===== src/rtl/vinsn_dispatcher_pkg.sv =====
// Shared types and helpers for the vector instruction dispatch slice.
// Contents: the decoded-insn, VFU-request and operand-request payloads,
// the VFU and vector-op enumerations, the instruction id type and the
// helper functions that map an op to its VFU, a register to its VRF
// address and an op to its operand queues. dispatch_entry_t is the FIFO
// entry type used by vinsn_fifo.
// Ports: none (package).
package vinsn_dispatcher_pkg;

  localparam int unsigned NrVFU     = 4;
  localparam int unsigned InsnIDNum = 8;

  typedef logic [$clog2(InsnIDNum)-1:0] insn_id_t;
  typedef logic [4:0]                   vreg_t;
  typedef logic [7:0]                   vaddr_t;

  typedef enum logic [1:0] {
    VFU_ALU   = 2'd0,
    VFU_MFPU  = 2'd1,
    VFU_LOAD  = 2'd2,
    VFU_STORE = 2'd3
  } vfu_e;

  typedef enum logic [2:0] {
    VADD  = 3'd0,
    VSUB  = 3'd1,
    VAND  = 3'd2,
    VOR   = 3'd3,
    VMUL  = 3'd4,
    VMACC = 3'd5,
    VLE   = 3'd6,
    VSE   = 3'd7
  } vop_e;

  // use_vs[0] enables vs1, use_vs[1] enables vs2.
  typedef struct packed {
    insn_id_t   id;
    vop_e       vop;
    vreg_t      vd;
    vreg_t      vs1;
    vreg_t      vs2;
    logic [1:0] use_vs;
  } issue_req_t;

  typedef struct packed {
    insn_id_t   id;
    vop_e       vop;
    vaddr_t     waddr;
    logic [1:0] use_vs;
  } vfu_req_t;

  typedef struct packed {
    insn_id_t   id;
    logic [3:0] queue_req;
    vreg_t      vs1;
    vreg_t      vs2;
  } op_req_t;

  typedef struct packed {
    issue_req_t payload;
  } dispatch_entry_t;

  function automatic vfu_e GetVFUByVOp(input vop_e vop);
    vfu_e v;
    case (vop)
      VMUL, VMACC: v = VFU_MFPU;
      VLE:         v = VFU_LOAD;
      VSE:         v = VFU_STORE;
      default:     v = VFU_ALU;
    endcase
    return v;
  endfunction

  // Each vector register owns an 8-word slice of the VRF.
  function automatic vaddr_t GetVRFAddr(input vreg_t vd);
    return {vd, 3'b000};
  endfunction

  // Queue bits [1:0] feed the ALU operand ports, [3:2] the MFPU ports;
  // stores stream only their data register through queue 0.
  function automatic logic [3:0] GetOpQueue(input vop_e vop, input logic [1:0] use_vs);
    logic [3:0] q;
    case (vop)
      VMUL, VMACC: q = {use_vs, 2'b00};
      VLE:         q = 4'b0000;
      VSE:         q = {3'b000, use_vs[0]};
      default:     q = {2'b00, use_vs};
    endcase
    return q;
  endfunction

endpackage


===== src/rtl/vinsn_fifo.sv =====
// Instruction FIFO for the dispatcher: storage, wrap-around pointers and
// occupancy count, plus a flush that can keep a partially dispatched head.
// Ports:
//   clk_i, rst_ni     clock, asynchronous active-low reset
//   push_i, data_i    enqueue request and entry (ignored when full or flushing)
//   pop_i             dequeue the head (ignored when empty)
//   flush_i           drop every entry, except the head when keep_head_i is set
//   keep_head_i       head has started dispatch and must survive a flush
//   head_o            current head entry
//   empty_o, full_o   occupancy flags
//   count_o           occupancy
module vinsn_fifo
  import vinsn_dispatcher_pkg::*;
#(
  parameter int unsigned Depth = 4,
  parameter int unsigned CntW  = $clog2(Depth + 1)
) (
  input  logic            clk_i,
  input  logic            rst_ni,
  input  logic            push_i,
  input  dispatch_entry_t data_i,
  input  logic            pop_i,
  input  logic            flush_i,
  input  logic            keep_head_i,
  output dispatch_entry_t head_o,
  output logic            empty_o,
  output logic            full_o,
  output logic [CntW-1:0] count_o
);

  localparam int unsigned PtrW = $clog2(Depth);

  dispatch_entry_t mem_q [Depth];
  logic [PtrW-1:0] rptr_q, rptr_d;
  logic [PtrW-1:0] wptr_q, wptr_d;
  logic [CntW-1:0] cnt_q, cnt_d;
  logic            do_push, do_pop;

  assign empty_o = (cnt_q == '0);
  assign full_o  = (cnt_q == CntW'(Depth));
  assign count_o = cnt_q;
  assign head_o  = mem_q[rptr_q];

  assign do_push = push_i && !full_o && !flush_i;
  assign do_pop  = pop_i && !empty_o;

  // Depth is a power of two, so pointer overflow is the modulo wrap.
  always_comb begin
    rptr_d = rptr_q;
    wptr_d = wptr_q;
    cnt_d  = cnt_q;
    if (do_pop) rptr_d = rptr_q + PtrW'(1);
    if (flush_i) begin
      if (keep_head_i && !empty_o && !do_pop) begin
        wptr_d = rptr_q + PtrW'(1);
        cnt_d  = CntW'(1);
      end else begin
        wptr_d = rptr_d;
        cnt_d  = '0;
      end
    end else begin
      if (do_push) wptr_d = wptr_q + PtrW'(1);
      cnt_d = cnt_q + CntW'(do_push) - CntW'(do_pop);
    end
  end

  always_ff @(posedge clk_i or negedge rst_ni) begin
    if (!rst_ni) begin
      rptr_q <= '0;
      wptr_q <= '0;
      cnt_q  <= '0;
    end else begin
      rptr_q <= rptr_d;
      wptr_q <= wptr_d;
      cnt_q  <= cnt_d;
    end
  end

  // Payload storage needs no reset: it is only read while counted valid.
  always_ff @(posedge clk_i) begin
    if (do_push) mem_q[wptr_q] <= data_i;
  end

endmodule


===== src/rtl/vinsn_dispatcher.sv =====
// Vector instruction dispatcher. Buffers decoded insns in a FIFO and issues
// the head as one VFU request and one operand request with independent
// handshakes; the head pops once both have been accepted.
// Handshake rule for every interface: a transfer happens on a cycle where
// valid and ready are both high; valid never depends on ready, and once
// raised it holds with a stable payload until the transfer.
// Optional feature macro: VINSN_DISPATCH_HAZARD_EN adds an in-flight
// register interlock (busy bit + destination register per insn id).
// Ports:
//   clk_i, rst_ni                  clock, asynchronous active-low reset
//   issue_req_valid_i/_ready_o/_i  insn input from the decoder
//   flush_i                        drop queued insns that have not started
//   vfu_req_ready_i                per-VFU ready
//   vfu_req_valid_o, target_vfu_o, vfu_req_o   head VFU request
//   op_req_ready_i, op_req_valid_o, op_req_o   head operand request
//   vfu_done_i, vfu_done_id_i      per-VFU completion strobe and id
//   count_o                        FIFO occupancy
module vinsn_dispatcher
  import vinsn_dispatcher_pkg::*;
#(
  parameter int unsigned QueueDepth = 4,
  parameter int unsigned NrVFUs     = NrVFU,
  parameter int unsigned CntW       = $clog2(QueueDepth + 1)
) (
  input  logic                      clk_i,
  input  logic                      rst_ni,
  input  logic                      issue_req_valid_i,
  output logic                      issue_req_ready_o,
  input  issue_req_t                issue_req_i,
  input  logic                      flush_i,
  input  logic [NrVFUs-1:0]         vfu_req_ready_i,
  output logic                      vfu_req_valid_o,
  output vfu_e                      target_vfu_o,
  output vfu_req_t                  vfu_req_o,
  input  logic                      op_req_ready_i,
  output logic                      op_req_valid_o,
  output op_req_t                   op_req_o,
  input  logic [NrVFUs-1:0]         vfu_done_i,
  input  insn_id_t [NrVFUs-1:0]     vfu_done_id_i,
  output logic [CntW-1:0]           count_o
);

  dispatch_entry_t head, push_entry;
  issue_req_t      hd;
  logic            empty, full;
  logic            vfu_sent_q, vfu_sent_d;
  logic            op_sent_q, op_sent_d;
  logic            go;
  logic            vfu_ready_sel;
  logic            vfu_hs, op_hs, vfu_fin, op_fin, pop, started;

  assign push_entry.payload = issue_req_i;

  vinsn_fifo #(
    .Depth (QueueDepth),
    .CntW  (CntW)
  ) i_fifo (
    .clk_i       (clk_i),
    .rst_ni      (rst_ni),
    .push_i      (issue_req_valid_i && issue_req_ready_o),
    .data_i      (push_entry),
    .pop_i       (pop),
    .flush_i     (flush_i),
    .keep_head_i (started),
    .head_o      (head),
    .empty_o     (empty),
    .full_o      (full),
    .count_o     (count_o)
  );

  assign hd = head.payload;

  // Ready is not pop-aware, and is withheld during a flush.
  assign issue_req_ready_o = !full && !flush_i;

  assign target_vfu_o = GetVFUByVOp(hd.vop);

  always_comb begin
    vfu_req_o        = '0;
    vfu_req_o.id     = hd.id;
    vfu_req_o.vop    = hd.vop;
    vfu_req_o.waddr  = GetVRFAddr(hd.vd);
    vfu_req_o.use_vs = hd.use_vs;
    op_req_o           = '0;
    op_req_o.id        = hd.id;
    op_req_o.queue_req = GetOpQueue(hd.vop, hd.use_vs);
    op_req_o.vs1       = hd.vs1;
    op_req_o.vs2       = hd.vs2;
  end

  always_comb begin
    vfu_ready_sel = 1'b0;
    for (int k = 0; k < NrVFUs; k++) begin
      if (int'(target_vfu_o) == k) vfu_ready_sel = vfu_req_ready_i[k];
    end
  end

  assign vfu_req_valid_o = !empty && go && !vfu_sent_q;
  assign op_req_valid_o  = !empty && go && !op_sent_q;

  assign vfu_hs  = vfu_req_valid_o && vfu_ready_sel;
  assign op_hs   = op_req_valid_o && op_req_ready_i;
  // "Finished" counts a handshake happening this very cycle.
  assign vfu_fin = vfu_sent_q || vfu_hs;
  assign op_fin  = op_sent_q || op_hs;
  assign pop     = !empty && vfu_fin && op_fin;
  // A head that has any handshake behind it (or in this cycle) survives flush.
  assign started = vfu_fin || op_fin;

  always_comb begin
    vfu_sent_d = vfu_fin;
    op_sent_d  = op_fin;
    if (pop || empty) begin
      vfu_sent_d = 1'b0;
      op_sent_d  = 1'b0;
    end
  end

  always_ff @(posedge clk_i or negedge rst_ni) begin
    if (!rst_ni) begin
      vfu_sent_q <= 1'b0;
      op_sent_q  <= 1'b0;
    end else begin
      vfu_sent_q <= vfu_sent_d;
      op_sent_q  <= op_sent_d;
    end
  end

`ifdef VINSN_DISPATCH_HAZARD_EN
  logic [InsnIDNum-1:0] busy_q, busy_d;
  vreg_t                vd_tab_q [InsnIDNum];
  logic                 go_q, go_d;
  logic                 hazard;

  // RAW on enabled sources, WAW on the destination.
  always_comb begin
    hazard = 1'b0;
    for (int i = 0; i < InsnIDNum; i++) begin
      if (busy_q[i] && ((hd.use_vs[0] && vd_tab_q[i] == hd.vs1) ||
                        (hd.use_vs[1] && vd_tab_q[i] == hd.vs2) ||
                        (vd_tab_q[i] == hd.vd)))
        hazard = 1'b1;
    end
  end

  // Once raised, valids must not drop because the head's own vfu handshake
  // marks its destination busy; go_q freezes the decision.
  assign go = go_q || !hazard;

  always_comb begin
    busy_d = busy_q;
    for (int k = 0; k < NrVFUs; k++) begin
      if (vfu_done_i[k]) busy_d[vfu_done_id_i[k]] = 1'b0;
    end
    if (vfu_hs) busy_d[hd.id] = 1'b1;
    go_d = go_q;
    if (pop || (flush_i && !started) || empty) go_d = 1'b0;
    else if (go)                               go_d = 1'b1;
  end

  always_ff @(posedge clk_i or negedge rst_ni) begin
    if (!rst_ni) begin
      busy_q <= '0;
      go_q   <= 1'b0;
    end else begin
      busy_q <= busy_d;
      go_q   <= go_d;
    end
  end

  // Only consulted while the matching busy bit is set.
  always_ff @(posedge clk_i) begin
    if (vfu_hs) vd_tab_q[hd.id] <= hd.vd;
  end
`else
  logic unused_done;
  assign go          = 1'b1;
  assign unused_done = ^{vfu_done_i, vfu_done_id_i};
`endif

endmodule

===== config.mk =====
export PLATFORM = sky130hd
export DESIGN_NAME = vinsn_dispatcher
export DESIGN_NICKNAME = d
export VERILOG_FILES = /design/src/rtl/vinsn_dispatcher_pkg.sv /design/src/rtl/vinsn_fifo.sv /design/src/rtl/vinsn_dispatcher.sv
export SDC_FILE = /design/constraint.sdc
export NUM_CORES = 1
export LEC_CHECK = 0
export CORE_AREA = 4 4 141 75
export CTS_CLUSTER_DIAMETER = 120
export DETAILED_ROUTE_END_ITERATION = 6
export DIE_AREA = 0 0 145 79
export GPL_TIMING_DRIVEN = 0
export PLACE_DENSITY = 0.75
export SLEW_MARGIN = 20
export SYNTH_ARGS = -nofsm -noshare
export SYNTH_HDL_FRONTEND = slang
export SYNTH_SLANG_ARGS = --single-unit

===== constraint.sdc =====
create_clock -name clk_i -period 2.9 [get_ports clk_i]
set_input_delay 0.29 -clock clk_i [delete_from_list [all_inputs] [get_ports clk_i]]
set_output_delay 0.29 -clock clk_i [all_outputs]
set_load 0.1 [all_outputs]

==> results.md <==
* Crit end category: register
* Diode count at 0
* H-tree depth at 3
* Final setup skew at 0.00688 ns
* Crit Path Class: register to register
* Initial drt markers at 141
* Least-Margin Pin Slew at 0.977 ns
* Area delta synth->final at 32.8%
* Cell with the most instances after synthesis: edfxtp_1
* CP arrival at 3.12 ns
* DRT Pass-1 Iters at 4
* Worst-path fanout max at 5
* Die Width at 145 µm
* Share of cells above drive strength 1 at 0.319
* DR DRC count at 0
* Final HPWL DP at 5.33 mm
* Syn_area_per_cell at 18.4 µm²
* Top cells by area, synth: edfxtp_1 (65%), mux4_2 (12%), dfrtp_1 (5.3%), ha_1 (1.8%), mux2i_1 (1.7%)
* Setup Viol. Count Final at 1
* Synth Flop Type: edfxtp_1
* Max-cap check violation count at 0
* Area share of the largest cell type after synthesis at 0.655
* Row count at 25
* Slew headroom at 0.346
* Global-route usage over all layers at 0.146
* Hold bufs inserted after CTS at 0
* First-pass GRT wire length at 12.8 mm
* Final hold vios at 0
* Reg2Reg Depth at 14
* CP Launch Type: register
* CTS tree: yes
* Clk buf depth at 2
* Worst path required time at 3.11 ns
* Via count at 2,370
* Worst-path clk slew at 0.07 ns
* Fin. max-slew vios at 0
* Fin crit period at 2.91 ns
* DIE HEIGHT at 79 µm
* Yosys cell types at 39
* Number of global-route vias before repair at 2,423
* Gate Count Post-Synth at 229
* Setup TNS at -0.00835 ns
* Post-layout util at 0.603
* Core footprint at 9290 µm²
* CTS Sinks at 101
* Fin nets at 382
* Initial antenna violation count at 0
* IO Pins at 89
* Hold Crit Class: input port to asynchronous set/reset pin
* Largest net degree at the start of global routing at 24
* CTS root buf: clkbuf_16
* Port bufs at 69
* Initial core utilization at 0.454
* Share of the yosys chip area belonging to registers at 0.708
* Cell taking the most area after synthesis: edfxtp_1
* Synthesis-stage register bit count at 101
* Final antenna-violating net count at 0
* Inserted Clock Buffers at 9
* Drt total wl at 8.22 mm
* Synth top cells by count: edfxtp_1 (92), mux4_2 (22), inv_1 (11), nor2_1 (11), dfrtp_1 (9)
* Final worst slack at -0.00835 ns
* Hold_ws at 0.259 ns
* Ys Warns at 0
* Final instance area at 5600 µm²
* Vias per cell at 5.23
* Gpl congestion at 0.766
* Cell Area, Synth at 4220 µm²
* WL per Instance at 18.1 µm
* Failing checks: negative setup slack
* Post-synth EDFFs at 92
* RSZ-0062 raised after global routing: yes
* Die area at 11,500 µm²
* Grt total ovfl at 0
* Cell Area, Placed at 5090 µm²
* Outcome: finished with violations
* Peak Freq at 344 MHz
* Worst-Skew Late Latency at 0.34 ns
* Asr flop ratio synth at 0.0891
* Final Cycle Share at 1.00
==> sequential cells by signal, indices dropped and copies added (netlist names) <==
register	count
i_fifo.mem_q	92
i_fifo.count_o	3
i_fifo.rptr_q	2
i_fifo.wptr_q	2
op_sent_q	1
vfu_sent_q	1
==> kinds of logic (layout without fill, tap and decap cells) <==
| group | Yosys count | count (layout) | share of synthesized area |
|---|---|---|---|
| multiplexers | 31 | 31 | 0.140 |
| flip-flops | 101 | 101 | 0.708 |
| other | 1 | 3 | 0.000889 |
| buffers and inverters | 27 | 128 | 0.0326 |
| XOR/XNOR | 7 | 7 | 0.0145 |
| adder cells (fa/ha/maj) | 7 | 7 | 0.0225 |
| AO/OA/AOI/OAI | 24 | 24 | 0.0421 |
| AND/OR/NAND/NOR | 31 | 31 | 0.0386 |
==> worst paths after layout <==
path / startpoint / endpoint / slack [ns]
hold reg to reg: op_sent_q$_DFF_PN0_ / vfu_sent_q$_DFF_PN0_ / 0.62
hold / removal: rst_ni / i_fifo.wptr_q[0]$_DFFE_PN0P_ / 0.26
min in group clk_i: issue_req_i[7] / i_fifo.mem_q[1][7]$_DFFE_PP_ / 0.58
setup / recovery: i_fifo.rptr_q[0]$_DFF_PN0_ / i_fifo.count_o[2]$_DFF_PN0_ / -0.008
setup reg to reg: i_fifo.rptr_q[0]$_DFF_PN0_ / i_fifo.count_o[2]$_DFF_PN0_ / -0.008
max in group asynchronous: rst_ni / i_fifo.rptr_q[0]$_DFF_PN0_ / 2.31
==> final cells by class <==
| class | instances | area (µm²) |
|---|---|---|
| Buffer | 15 | 118 |
| Clock buffer | 10 | 229 |
| Clock inverter | 6 | 67.6 |
| Fill cell | 646 | 3690 |
| Inverter | 11 | 45.0 |
| Multi-Input combinational cell | 103 | 1170 |
| Sequential cell | 101 | 2990 |
| Tap cell | 121 | 151 |
| Timing Repair Buffer | 86 | 828 |
==> repair_timing <==
item                       4_1_cts  5_1_grt
setup endpoints to repair       31        5
gates resized for setup         80       14
cloned                           0        0
pin swaps                        2        8
hold endpoints to repair         0        0
buffers inserted                 4       13
==> through the flow <==
| stage | std cells | worst slack [ns] |
|---|---|---|
| final | 453 | -0.00835 |
| after global routing | 453 | -0.194 |
| after CTS | 440 | -0.0344 |
| after detailed placement | 421 | -0.621 |
| after global placement | 421 | -0.646 |
| after floorplan | 231 | -0.398 |
==> layer usage <==
layer | GRT usage | wire [µm] | share of wire
met3 | 0.0542 | 458 | 0.056
met1 | 0.177 | 3500 | 0.43
met2 | 0.247 | 4160 | 0.51
met5 | 0 | 0 | 0
met4 | 0.0436 | 92 | 0.011
==> critical path, cell delays in order (launching register included) <==
cell     delay (ns)
dfrtp_2        0.41
mux4_2         0.61
buf_6          0.16
and4_4         0.19
nor2_4         0.08
o21ai_2        0.07
inv_1          0.06
ha_1           0.21
inv_1          0.06
ha_2           0.16
inv_2          0.04
fa_2           0.36
xor2_2         0.16
xnor2_1        0.14
nor2_1         0.05
==> layout by cell type (no fill, tap or decap), types with 2 or more instances in the layout <==
cell type and instances:
inv_2 2, xor2_1 2, inv_1 8, nor2b_1 4
a21o_1 2, clkbuf_1 3, nor4_1 2, a2111oi_4 2
edfxtp_1 92, o211ai_1 3, buf_4 22, mux2_4 2
and2_1 3, and2_2 4, a211oi_1 2, clkdlybuf4s50_1 42
inv_6 3, xnor2_1 4, nand2_1 3, clkbuf_16 9
conb_1 3, dlygate4sd2_1 6, a21oi_1 4, mux4_2 22
buf_6 3, dfrtp_1 8, clkbuf_2 3, o21ai_0 2
clkdlybuf4s15_2 19, clkinvlp_4 2, mux2i_1 7, ha_1 5
nor2_1 10, buf_2 2
Power is left out: the tool's default activity adds up to more than one toggle a clock period on the data nets, which glitch-free logic cannot reach.
